--- src/rtl/mem_pkg.sv ---
// Shared types and constants for the memory interface between the
// multi-cycle control unit and the unified instruction/data BRAM.
//   req_t       : request kind (fetch, load, store)
//   mem_state_t : sequencer states
//   F3_*        : funct3 size/sign encodings
//   req_aligned : alignment rule for a request
package mem_pkg;

  typedef enum logic [1:0] {
    REQ_FETCH = 2'd0,
    REQ_LOAD  = 2'd1,
    REQ_STORE = 2'd2
  } req_t;

  typedef enum logic [1:0] {
    IDLE  = 2'd0,
    ISSUE = 2'd1,
    WAIT  = 2'd2,
    RESP  = 2'd3
  } mem_state_t;

  localparam logic [2:0] F3_B  = 3'b000;
  localparam logic [2:0] F3_H  = 3'b001;
  localparam logic [2:0] F3_W  = 3'b010;
  localparam logic [2:0] F3_BU = 3'b100;
  localparam logic [2:0] F3_HU = 3'b101;

  // Size comes from funct3[1:0]; the unused encodings (011, 110, 111) fall
  // into the word case. Fetches are always words.
  function automatic logic req_aligned(req_t kind, logic [2:0] funct3, logic [1:0] offset);
    logic ok;
    if (kind == REQ_FETCH) begin
      ok = (offset == 2'b00);
    end else begin
      case (funct3[1:0])
        2'b00:   ok = 1'b1;
        2'b01:   ok = ~offset[0];
        default: ok = (offset == 2'b00);
      endcase
    end
    return ok;
  endfunction

endpackage

--- src/rtl/mem_interface_if.sv ---
// Request/response and BRAM bus bundle for mem_interface.
//   req_*        : one-cycle request from the control unit
//   mem_ready    : completion pulse, qualified by misaligned
//   rdata        : fetched instruction or aligned load data
//   busy         : sequencer not idle
//   req_dropped  : sticky, a request arrived while busy
//   bram_*       : single-port BRAM connection
// Modports: master = control unit, slave = mem_interface, bram = memory.
interface mem_interface_if #(
  parameter int ADDR_WIDTH = 12
) ();
  import mem_pkg::*;

  logic                  req_valid;
  req_t                  req_type;
  logic [31:0]           req_addr;
  logic [2:0]            req_funct3;
  logic [31:0]           req_wdata;
  logic                  mem_ready;
  logic [31:0]           rdata;
  logic                  busy;
  logic                  misaligned;
  logic                  req_dropped;
  logic                  bram_en;
  logic [3:0]            bram_we;
  logic [ADDR_WIDTH-1:0] bram_addr;
  logic [31:0]           bram_wdata;
  logic [31:0]           bram_rdata;

  modport master (
    output req_valid, req_type, req_addr, req_funct3, req_wdata,
    input  mem_ready, rdata, busy, misaligned, req_dropped
  );

  modport slave (
    input  req_valid, req_type, req_addr, req_funct3, req_wdata, bram_rdata,
    output mem_ready, rdata, busy, misaligned, req_dropped,
           bram_en, bram_we, bram_addr, bram_wdata
  );

  modport bram (
    input  bram_en, bram_we, bram_addr, bram_wdata,
    output bram_rdata
  );

endinterface

--- src/rtl/mem_interface_load_align.sv ---
// Load data alignment: picks the addressed byte/halfword out of a raw
// 32-bit BRAM word and sign- or zero-extends it according to funct3.
//   raw    : word as read from the BRAM
//   offset : byte offset addr[1:0]
//   funct3 : load size/sign (unused encodings behave as LW)
//   result : aligned, extended load value
module load_align
  import mem_pkg::*;
(
  input  logic [31:0] raw,
  input  logic [1:0]  offset,
  input  logic [2:0]  funct3,
  output logic [31:0] result
);

  logic [7:0]  byte_sel;
  logic [15:0] half_sel;

  always_comb begin
    case (offset)
      2'd0:    byte_sel = raw[7:0];
      2'd1:    byte_sel = raw[15:8];
      2'd2:    byte_sel = raw[23:16];
      default: byte_sel = raw[31:24];
    endcase
    half_sel = offset[1] ? raw[31:16] : raw[15:0];

    case (funct3)
      F3_B:    result = {{24{byte_sel[7]}}, byte_sel};
      F3_BU:   result = {24'd0, byte_sel};
      F3_H:    result = {{16{half_sel[15]}}, half_sel};
      F3_HU:   result = {16'd0, half_sel};
      default: result = raw;
    endcase
  end

endmodule

--- src/rtl/mem_interface.sv ---
// Single-outstanding memory sequencer between the control unit and the
// unified instruction/data BRAM. Checks alignment, steers store bytes onto
// the BRAM lanes, waits out the BRAM read latency and aligns load data.
//   clk, rst : clock and asynchronous active-high reset
//   bus      : mem_interface_if.slave (request/response + BRAM bus)
//
// state | meaning
// IDLE  | waiting for req_valid, latches the request
// ISSUE | BRAM enabled; stores write here
// WAIT  | read latency countdown, captures read data on zero
// RESP  | one-cycle mem_ready pulse
module mem_interface
  import mem_pkg::*;
#(
  parameter int ADDR_WIDTH   = 12,
  parameter int READ_LATENCY = 1
) (
  input  logic          clk,
  input  logic          rst,
  mem_interface_if.slave bus
);

  localparam logic [1:0] ST_IDLE  = IDLE;
  localparam logic [1:0] ST_ISSUE = ISSUE;
  localparam logic [1:0] ST_WAIT  = WAIT;
  localparam logic [1:0] ST_RESP  = RESP;
  localparam logic [1:0] LAT_INIT = 2'(READ_LATENCY - 1);

  logic [1:0]            state;
  req_t                  type_q;
  // Only the word-address and offset bits are kept; higher bits wrap.
  logic [ADDR_WIDTH+1:0] addr_q;
  logic [2:0]            f3_q;
  logic [31:0]           wdata_q;
  logic                  mis_q;
  logic [1:0]            lat_cnt;
  logic [31:0]           rdata_q;
  logic                  dropped_q;
  logic [31:0]           load_word;
  logic [3:0]            we_mask;
  logic [31:0]           wdata_lane;
  logic                  req_ok;

  assign req_ok = req_aligned(bus.req_type, bus.req_funct3, bus.req_addr[1:0]);

  load_align u_load_align (
    .raw    (bus.bram_rdata),
    .offset (addr_q[1:0]),
    .funct3 (f3_q),
    .result (load_word)
  );

  always_comb begin
    we_mask    = 4'b1111;
    wdata_lane = wdata_q;
    case (f3_q[1:0])
      2'b00: begin
        we_mask    = 4'b0001 << addr_q[1:0];
        wdata_lane = {4{wdata_q[7:0]}};
      end
      2'b01: begin
        we_mask    = 4'b0011 << addr_q[1:0];
        wdata_lane = {2{wdata_q[15:0]}};
      end
      default: ;
    endcase
  end

  always_ff @(posedge clk or posedge rst) begin
    if (rst) begin
      state     <= ST_IDLE;
      type_q    <= REQ_FETCH;
      addr_q    <= '0;
      f3_q      <= '0;
      wdata_q   <= '0;
      mis_q     <= 1'b0;
      lat_cnt   <= '0;
      rdata_q   <= '0;
      dropped_q <= 1'b0;
    end else begin
      if (bus.req_valid && (state != ST_IDLE)) dropped_q <= 1'b1;
      case (state)
        ST_IDLE: begin
          if (bus.req_valid) begin
            type_q  <= bus.req_type;
            addr_q  <= bus.req_addr[ADDR_WIDTH+1:0];
            f3_q    <= (bus.req_type == REQ_FETCH) ? F3_W : bus.req_funct3;
            wdata_q <= bus.req_wdata;
            mis_q   <= ~req_ok;
            state   <= req_ok ? ST_ISSUE : ST_RESP;
          end
        end
        ST_ISSUE: begin
          if (type_q == REQ_STORE) begin
            state <= ST_RESP;
          end else begin
            lat_cnt <= LAT_INIT;
            state   <= ST_WAIT;
          end
        end
        ST_WAIT: begin
          if (lat_cnt == 2'd0) begin
            rdata_q <= load_word;
            state   <= ST_RESP;
          end else begin
            lat_cnt <= lat_cnt - 2'd1;
          end
        end
        default: state <= ST_IDLE;
      endcase
    end
  end

  assign bus.mem_ready   = (state == ST_RESP);
  assign bus.misaligned  = (state == ST_RESP) && mis_q;
  assign bus.busy        = (state != ST_IDLE);
  assign bus.req_dropped = dropped_q;
  assign bus.rdata       = rdata_q;
  assign bus.bram_en     = (state == ST_ISSUE) || (state == ST_WAIT);
  assign bus.bram_we     = ((state == ST_ISSUE) && (type_q == REQ_STORE)) ? we_mask : 4'b0000;
  assign bus.bram_addr   = addr_q[ADDR_WIDTH+1:2];
  assign bus.bram_wdata  = wdata_lane;

endmodule

--- src/flat_wrapper.sv ---
// flat-port wrapper written by rule: the top's interface ports become plain ports
module mem_interface_flat import mem_pkg::*;
#(
  parameter int ADDR_WIDTH   = 12,
  parameter int READ_LATENCY = 1
)
  (clk, rst, bus_req_valid, bus_req_type, bus_req_addr, bus_req_funct3, bus_req_wdata, bus_bram_rdata, bus_mem_ready, bus_rdata, bus_busy, bus_misaligned, bus_req_dropped, bus_bram_en, bus_bram_we, bus_bram_addr, bus_bram_wdata);
  mem_interface_if #(.ADDR_WIDTH(ADDR_WIDTH)) bus_i ();
  input  logic clk;
  input  logic rst;
  input wire logic [$bits(bus_i.req_valid)-1:0] bus_req_valid;
  input wire logic [$bits(bus_i.req_type)-1:0] bus_req_type;
  input wire logic [$bits(bus_i.req_addr)-1:0] bus_req_addr;
  input wire logic [$bits(bus_i.req_funct3)-1:0] bus_req_funct3;
  input wire logic [$bits(bus_i.req_wdata)-1:0] bus_req_wdata;
  input wire logic [$bits(bus_i.bram_rdata)-1:0] bus_bram_rdata;
  output wire logic [$bits(bus_i.mem_ready)-1:0] bus_mem_ready;
  output wire logic [$bits(bus_i.rdata)-1:0] bus_rdata;
  output wire logic [$bits(bus_i.busy)-1:0] bus_busy;
  output wire logic [$bits(bus_i.misaligned)-1:0] bus_misaligned;
  output wire logic [$bits(bus_i.req_dropped)-1:0] bus_req_dropped;
  output wire logic [$bits(bus_i.bram_en)-1:0] bus_bram_en;
  output wire logic [$bits(bus_i.bram_we)-1:0] bus_bram_we;
  output wire logic [$bits(bus_i.bram_addr)-1:0] bus_bram_addr;
  output wire logic [$bits(bus_i.bram_wdata)-1:0] bus_bram_wdata;
  assign bus_i.req_valid = bus_req_valid;
  assign bus_i.req_type = bus_req_type;
  assign bus_i.req_addr = bus_req_addr;
  assign bus_i.req_funct3 = bus_req_funct3;
  assign bus_i.req_wdata = bus_req_wdata;
  assign bus_i.bram_rdata = bus_bram_rdata;
  assign bus_mem_ready = bus_i.mem_ready;
  assign bus_rdata = bus_i.rdata;
  assign bus_busy = bus_i.busy;
  assign bus_misaligned = bus_i.misaligned;
  assign bus_req_dropped = bus_i.req_dropped;
  assign bus_bram_en = bus_i.bram_en;
  assign bus_bram_we = bus_i.bram_we;
  assign bus_bram_addr = bus_i.bram_addr;
  assign bus_bram_wdata = bus_i.bram_wdata;
  mem_interface #(.ADDR_WIDTH(ADDR_WIDTH), .READ_LATENCY(READ_LATENCY)) u_core (.clk(clk), .rst(rst), .bus(bus_i));
endmodule
--- config.mk ---
export PLATFORM = sky130hd
export DESIGN_NAME = mem_interface_flat
export DESIGN_NICKNAME = d
export VERILOG_FILES = /design/src/rtl/mem_pkg.sv /design/src/rtl/mem_interface_if.sv /design/src/rtl/mem_interface_load_align.sv /design/src/rtl/mem_interface.sv /design/src/flat_wrapper.sv
export SDC_FILE = /design/constraint.sdc
export NUM_CORES = 1
export LEC_CHECK = 0
export CAP_MARGIN = 20
export CORE_MARGIN = 8
export CORE_UTILIZATION = 40
export DETAILED_ROUTE_END_ITERATION = 6
export PLACE_DENSITY = 0.75
export SLEW_MARGIN = 20
export SYNTH_ARGS = -nofsm -noshare
export SYNTH_HDL_FRONTEND = slang
export SYNTH_SLANG_ARGS = --single-unit
export TNS_END_PERCENT = 20
--- constraint.sdc ---
create_clock -name clk -period 8.6 [get_ports clk]
set_input_delay 1.29 -clock clk [delete_from_list [all_inputs] [get_ports clk]]
set_output_delay 1.29 -clock clk [all_outputs]
set_load 0.02 [all_outputs]
; ---- Word level (Yosys, flattened, before mapping)
; Cells that the tools add are included.
[op_classes]
shifts = 2
bitwise_logic = 2
n_eq_ne = 15
n_mux = 17
n_reduce_logical = 18
addsub = 1
[op_table]
columns = op, count
row1 = case mux 32 bit (4 select lines), 1
row2 = case mux 32 bit (2 select lines), 1
row3 = case mux 8 bit (3 select lines), 1
row4 = 2-to-1 mux 16 bit, 1
row5 = zero test 2 bit, 7
row6 = 2-to-1 mux 2 bit, 5
row7 = == test 2 x 1 -> 1 bit (second input constant), 4
row8 = == test 2 bit (second input constant), 4
row9 = case mux 4 bit (2 select lines), 1
row10 = == test 3 bit (second input constant), 2
row11 = inequality test 2 bit (second input constant), 3
row12 = case mux 2 bit (3 select lines), 1
row13 = AND reduction 2 bit, 3
row14 = 2-to-1 mux 4 bit, 1
row15 = case mux 2 bit (2 select lines), 1
row16 = nonzero test 2 bit, 2
row17 = << shifter 1 x 2 -> 4 bit (first input constant), 1
row18 = << shifter 2 x 2 -> 4 bit (first input constant), 1
row19 = == test 3 x 1 -> 1 bit (second input constant), 1
row20 = logical AND 1 bit, 3
row21 = zero test 3 bit, 1
row22 = 2-to-1 mux 3 bit, 1
row23 = AND reduction 3 bit, 1
row24 = 2-to-1 mux 1 bit, 2
row25 = 5 further kinds, 6
[totals]
regBits = 89

; ---- Longest topological paths before layout
[depth]
ltp_word = 6
ltp_mapped = 8

; ---- Hierarchy
; Synthesis repeated with hierarchy kept, for this count alone.
[hier_totals]
cells_unflattened = 431
area_unflattened_um2 = 5151.2
[modules_own_cells]
columns = mod, area_per_inst_um2, seq_area_each_um2, cells_each, n_inst
row1 = mem_interface, 4181.5, 2227.1, 298, 1
row2 = load_align, 969.7, 0.0, 133, 1

; ---- Worst setup path before layout
; No wires, ideal clock.
[synth_timing]
path_kind = reg-to-output
from = register u_core.f3_q[0]
to = output bus_bram_we[2]
slack_ns = 5.934
t_required_ns = 7.310
stages_incl_launch_ff = 6
t_arrival_ns = 1.376
path_cell_list = dfrtp_1 -> buf_4 -> buf_2 -> buf_2 -> nand3b_1 -> a31oi_1
[synth_between]
elab_chain_len = 3
elab_cells_between_ends = 4
[synth_rtl]
columns = item, line_no
row1 = "start, declared", mem_interface.sv:33  ; logic [2:0] f3_q;
row2 = "start signal, assigned", mem_interface.sv:87  ; f3_q <= (bus.req_type == REQ_FETCH) ? F3_W : bus.req_funct3;
row3 = == test 2 x 1 -> 1 bit or zero test 2 bit (tied branches), mem_interface.sv:56  ; case (f3_q[1:0])
row4 = case mux 4 bit (2 select lines) (*), mem_interface.sv:56
row5 = 2-to-1 mux 4 bit (*), mem_interface.sv:120  ; assign bus.bram_we = ((state == ST_ISSUE) && (type_q == REQ_STORE)) ? we_mask : 4'b0000;
row6 = "end, declared", flat_wrapper.sv:23  ; output wire logic [$bits(bus_i.bram_we)-1:0] bus_bram_we;
; Every way passes the cells marked *; elsewhere a longest branch is shown, timed or not.

; ---- Worst setup path after layout
[layout_timing]
from = register u_core.f3_q[1]
to = output bus_bram_we[2]
; The elaborated chain is that of the path after synthesis.

==> results_dict.tcl <==
set metrics [dict create \
    reg2reg_from "u_core.state[0]" \
    hold_path.class "flop to flop" \
    grt_overflow_total 0 \
    dr_total_vias 3781 \
    die_h_um 123 \
    fill_cells 991 \
    period_share_pct 46.1 \
    slew_headroom_pct 49.3 \
    wire_per_inst_um 18.6 \
    rsz0062_at_grt "no" \
    min_delay_path_depth 1 \
    cp_slowest_cell "clkdlybuf4s50_1" \
    coreArea_sq_um 11300 \
    grt_use_met3_pct 5.84 \
    grt.busiest_layer "met2" \
    cts.repair.resized 0 \
    setup_violations 0 \
    cp.arrival_ns 2.68 \
    synth_top_area_share_pct 48.4 \
    cts_tree "yes" \
    cts_buffers 9 \
    dp_hpwl_um 9820 \
    gr-usage-all-layers_pct 17.5 \
    syn-cell-area_sq_um 4610 \
    diodes 0 \
    syn_area_per_cell_sq_um 10.8 \
    synthArstFlopShare_pct 100 \
    root_buffer "clkbuf_16" \
    antenna_found_initial 0 \
    synth_area_leaders "dfrtp_1, mux2_2, nand2_1" \
    hold_path.startpoint "u_core.bus.req_dropped" \
    syn_to_final_growth_pct 42.8 \
    grt_max_degree 55 \
    ys_seq_elements 89 \
    crit_fanout 47 \
    grt_pass1_wl_um 20900 \
    critical_path.max_stage_delay_ns 0.64 \
    cts_setup_buffers 0 \
    crit_family "buffers and inverters" \
    worstHoldEndpoint "u_core.bus.req_dropped" \
    crit_buf_inv 3 \
    yosys.cell_count.top_type "dfrtp_1" \
    rows 39 \
    regArea_sq_um 2230 \
    first_pass_iters 6 \
    syn_nets 536 \
    irDropWorstVdd_mv 0.221 \
    ctsHoldBuffers 0 \
    hold_viol_final 0 \
    cts_buffer_depth 2 \
    ioPinCount 189 \
    postRouteAntennaNets 0 \
    drt-initial-drc-count 335 \
    cp.required_ns 7.31 \
    drv_cap 0 \
    status "complete, no violations" \
    max_freq_mhz 252 \
    syn_inst 427 \
    worst_slew_pin_slew_ns 0.759 \
    yosysSeqAreaShare_pct 48.4 \
    die_area_sq_um 15200 \
    reg2reg_depth 5 \
    end_kind "output port" \
    yosys_warnings 0 \
    h-tree-depth 3 \
    met1_usage_pct 21.0 \
    synth-edff-count 0 \
    synth_cell_types 41 \
    multiInputGateArea_sq_um 2060 \
    grt_pass1_vias 3943 \
    synth_common_cells "dfrtp_1, mux2_2, nand2_1, a21oi_1, nor2_1" \
    layout.nets 675 \
    fin_cells 713 \
    via_per_inst 5.30 \
    dpl.cell_count 697 \
    rrSetupSlack_ns 6.24 \
    path_cells "buf_4 -> inv_1 -> a31oi_1 -> clkdlybuf4s50_1" \
    clock-skew-final_ns 0.00814 \
    drc 0 \
    die_x_um 123 \
    drv_slew 0 \
    io_buffers 170 \
    leakagePower_nw 2.66 \
    path_clk_slew_ns 0.06 \
    initial_core_util_pct 40.7 \
    wirelength_um 13300 \
    clock-sinks 89 \
    drive_above_1_share_pct 17.9 \
    synth_top_cell_by_area "dfrtp_1" \
    worst_skew_pair.late_latency_ns 0.33 \
    globalplace.congestion 0.793 \
    use_met2_pct 29.0 \
    r2r_end "u_core.bus.rdata[28]" \
    p_per_area_nw_per_um2 434 \
    fin_crit_ns 3.97 \
    fin_tns_setup_ns 0 \
    path_class "flop to output port" \
    synthFlopType "dfrtp_1" \
    finalPower_w 0.00286 \
    critPathLaunchType "flop" \
]
==> worst reg2reg max path, delay by kind of cell, from the launching register on <==
kind / cells / cell delay, ns
fa+ha+maj: 1 / 0.21
simple gates: 1 / 0.45
buf+inv: 1 / 0.10
compound gates: 2 / 1.03
flops: 1 / 0.41
==> per-stage QoR <==
| stage | hold WS (ns) | area, sq um | utilization, % | worst slack [ns] |
|---|---|---|---|---|
| final | 0.450 | 6580 | 58.1 | 4.63 |
| after detailed placement | 0.444 | 6230 | 55.0 | 4.97 |
| after global routing | 0.513 | 6580 | 58.1 | 4.46 |
| after global placement | 0.438 | 6230 | 55.0 | 4.98 |
| after floorplan | 0.450 | 4610 | - | 5.00 |
| after CTS | 0.457 | 6560 | 57.9 | 4.60 |
==> kinds of logic (layout without fill, tap and decap cells) <==
family,after synthesis,count (layout),synth area share [%]
and+or+nand+nor,100,100,9.56
AOI/OAI and AO/OA,95,95,13.6
DFF,89,89,48.4
muxes,83,83,20.1
buffers and inverters,55,198,7.04
adders and majority gates,5,5,1.36
==> flip-flops by register name (all words and copies together), names as in the netlist, 2 cells and up <==
name,flops
u_core.type_q,2
u_core.lat_cnt,2
u_core.bus.rdata,32
u_core.addr_q,14
u_core.f3_q,3
u_core.wdata_q,32
u_core.state,2
==> where the power goes <==
| group | switching (W) | internal [W] |
|---|---|---|
| registers | 0.000175 | 0.000633 |
| logic | 0.000824 | 0.000794 |
| clock network | 0.000154 | 0.000277 |
| total | 0.00115 | 0.00170 |
==> layer usage <==
| metal | up-vias | wire length, um |
|---|---|---|
| li1 | 1772 | - |
| met1 | 1842 | 5210 |
| met2 | 155 | 6620 |
| met3 | 12 | 1300 |
| met4 | 0 | 140 |
| met5 | - | 0 |
==> final cells by class <==
class / instances / share of cell area (%)
Clock buffer: 13 / 4.11
Timing Repair Buffer: 175 / 26.6
Tap cell: 143 / 2.72
Clock inverter: 2 / 0.913
Sequential cell: 89 / 33.9
Multi-Input combinational cell: 283 / 31.3
Inverter: 8 / 0.476
==> worst max-delay path by stage <==
stage | startpoint | to | cells past startpoint | slack, ns
3_3_place_gp | u_core.f3_q[1] | bus_bram_wdata[10] | 4 | 4.98
4_1_cts | u_core.f3_q[1] | bus_bram_wdata[10] | 4 | 4.60
5_1_grt | u_core.f3_q[1] | bus_bram_we[0] | 4 | 4.46
6_report | u_core.f3_q[1] | bus_bram_we[2] | 4 | 4.63
2_1_floorplan | rst | u_core.addr_q[0] | 1 | 5.00
3_5_place_dp | u_core.f3_q[1] | bus_bram_wdata[10] | 4 | 4.97
==> layout by cell type, fill, tap and decap left out, types with 2 or more instances in the layout <==
cell type	count
a211oi_1	17
clkbuf_16	9
and2_1	2
nand2b_1	4
nand2_1	46
buf_4	4
o311ai_0	2
a22o_1	2
mux2_2	72
a21oi_1	33
clkbuf_8	3
nand3b_1	2
a31oi_1	2
ha_1	5
bufinv_16	2
clkdlybuf4s50_1	170
nor2_1	29
dfrtp_1	88
a221o_1	5
or3_1	8
mux2i_1	10
a221oi_1	2
o21ai_0	23
nand3_1	2
inv_1	7
Note: power is estimated with default switching activity, not from simulation.
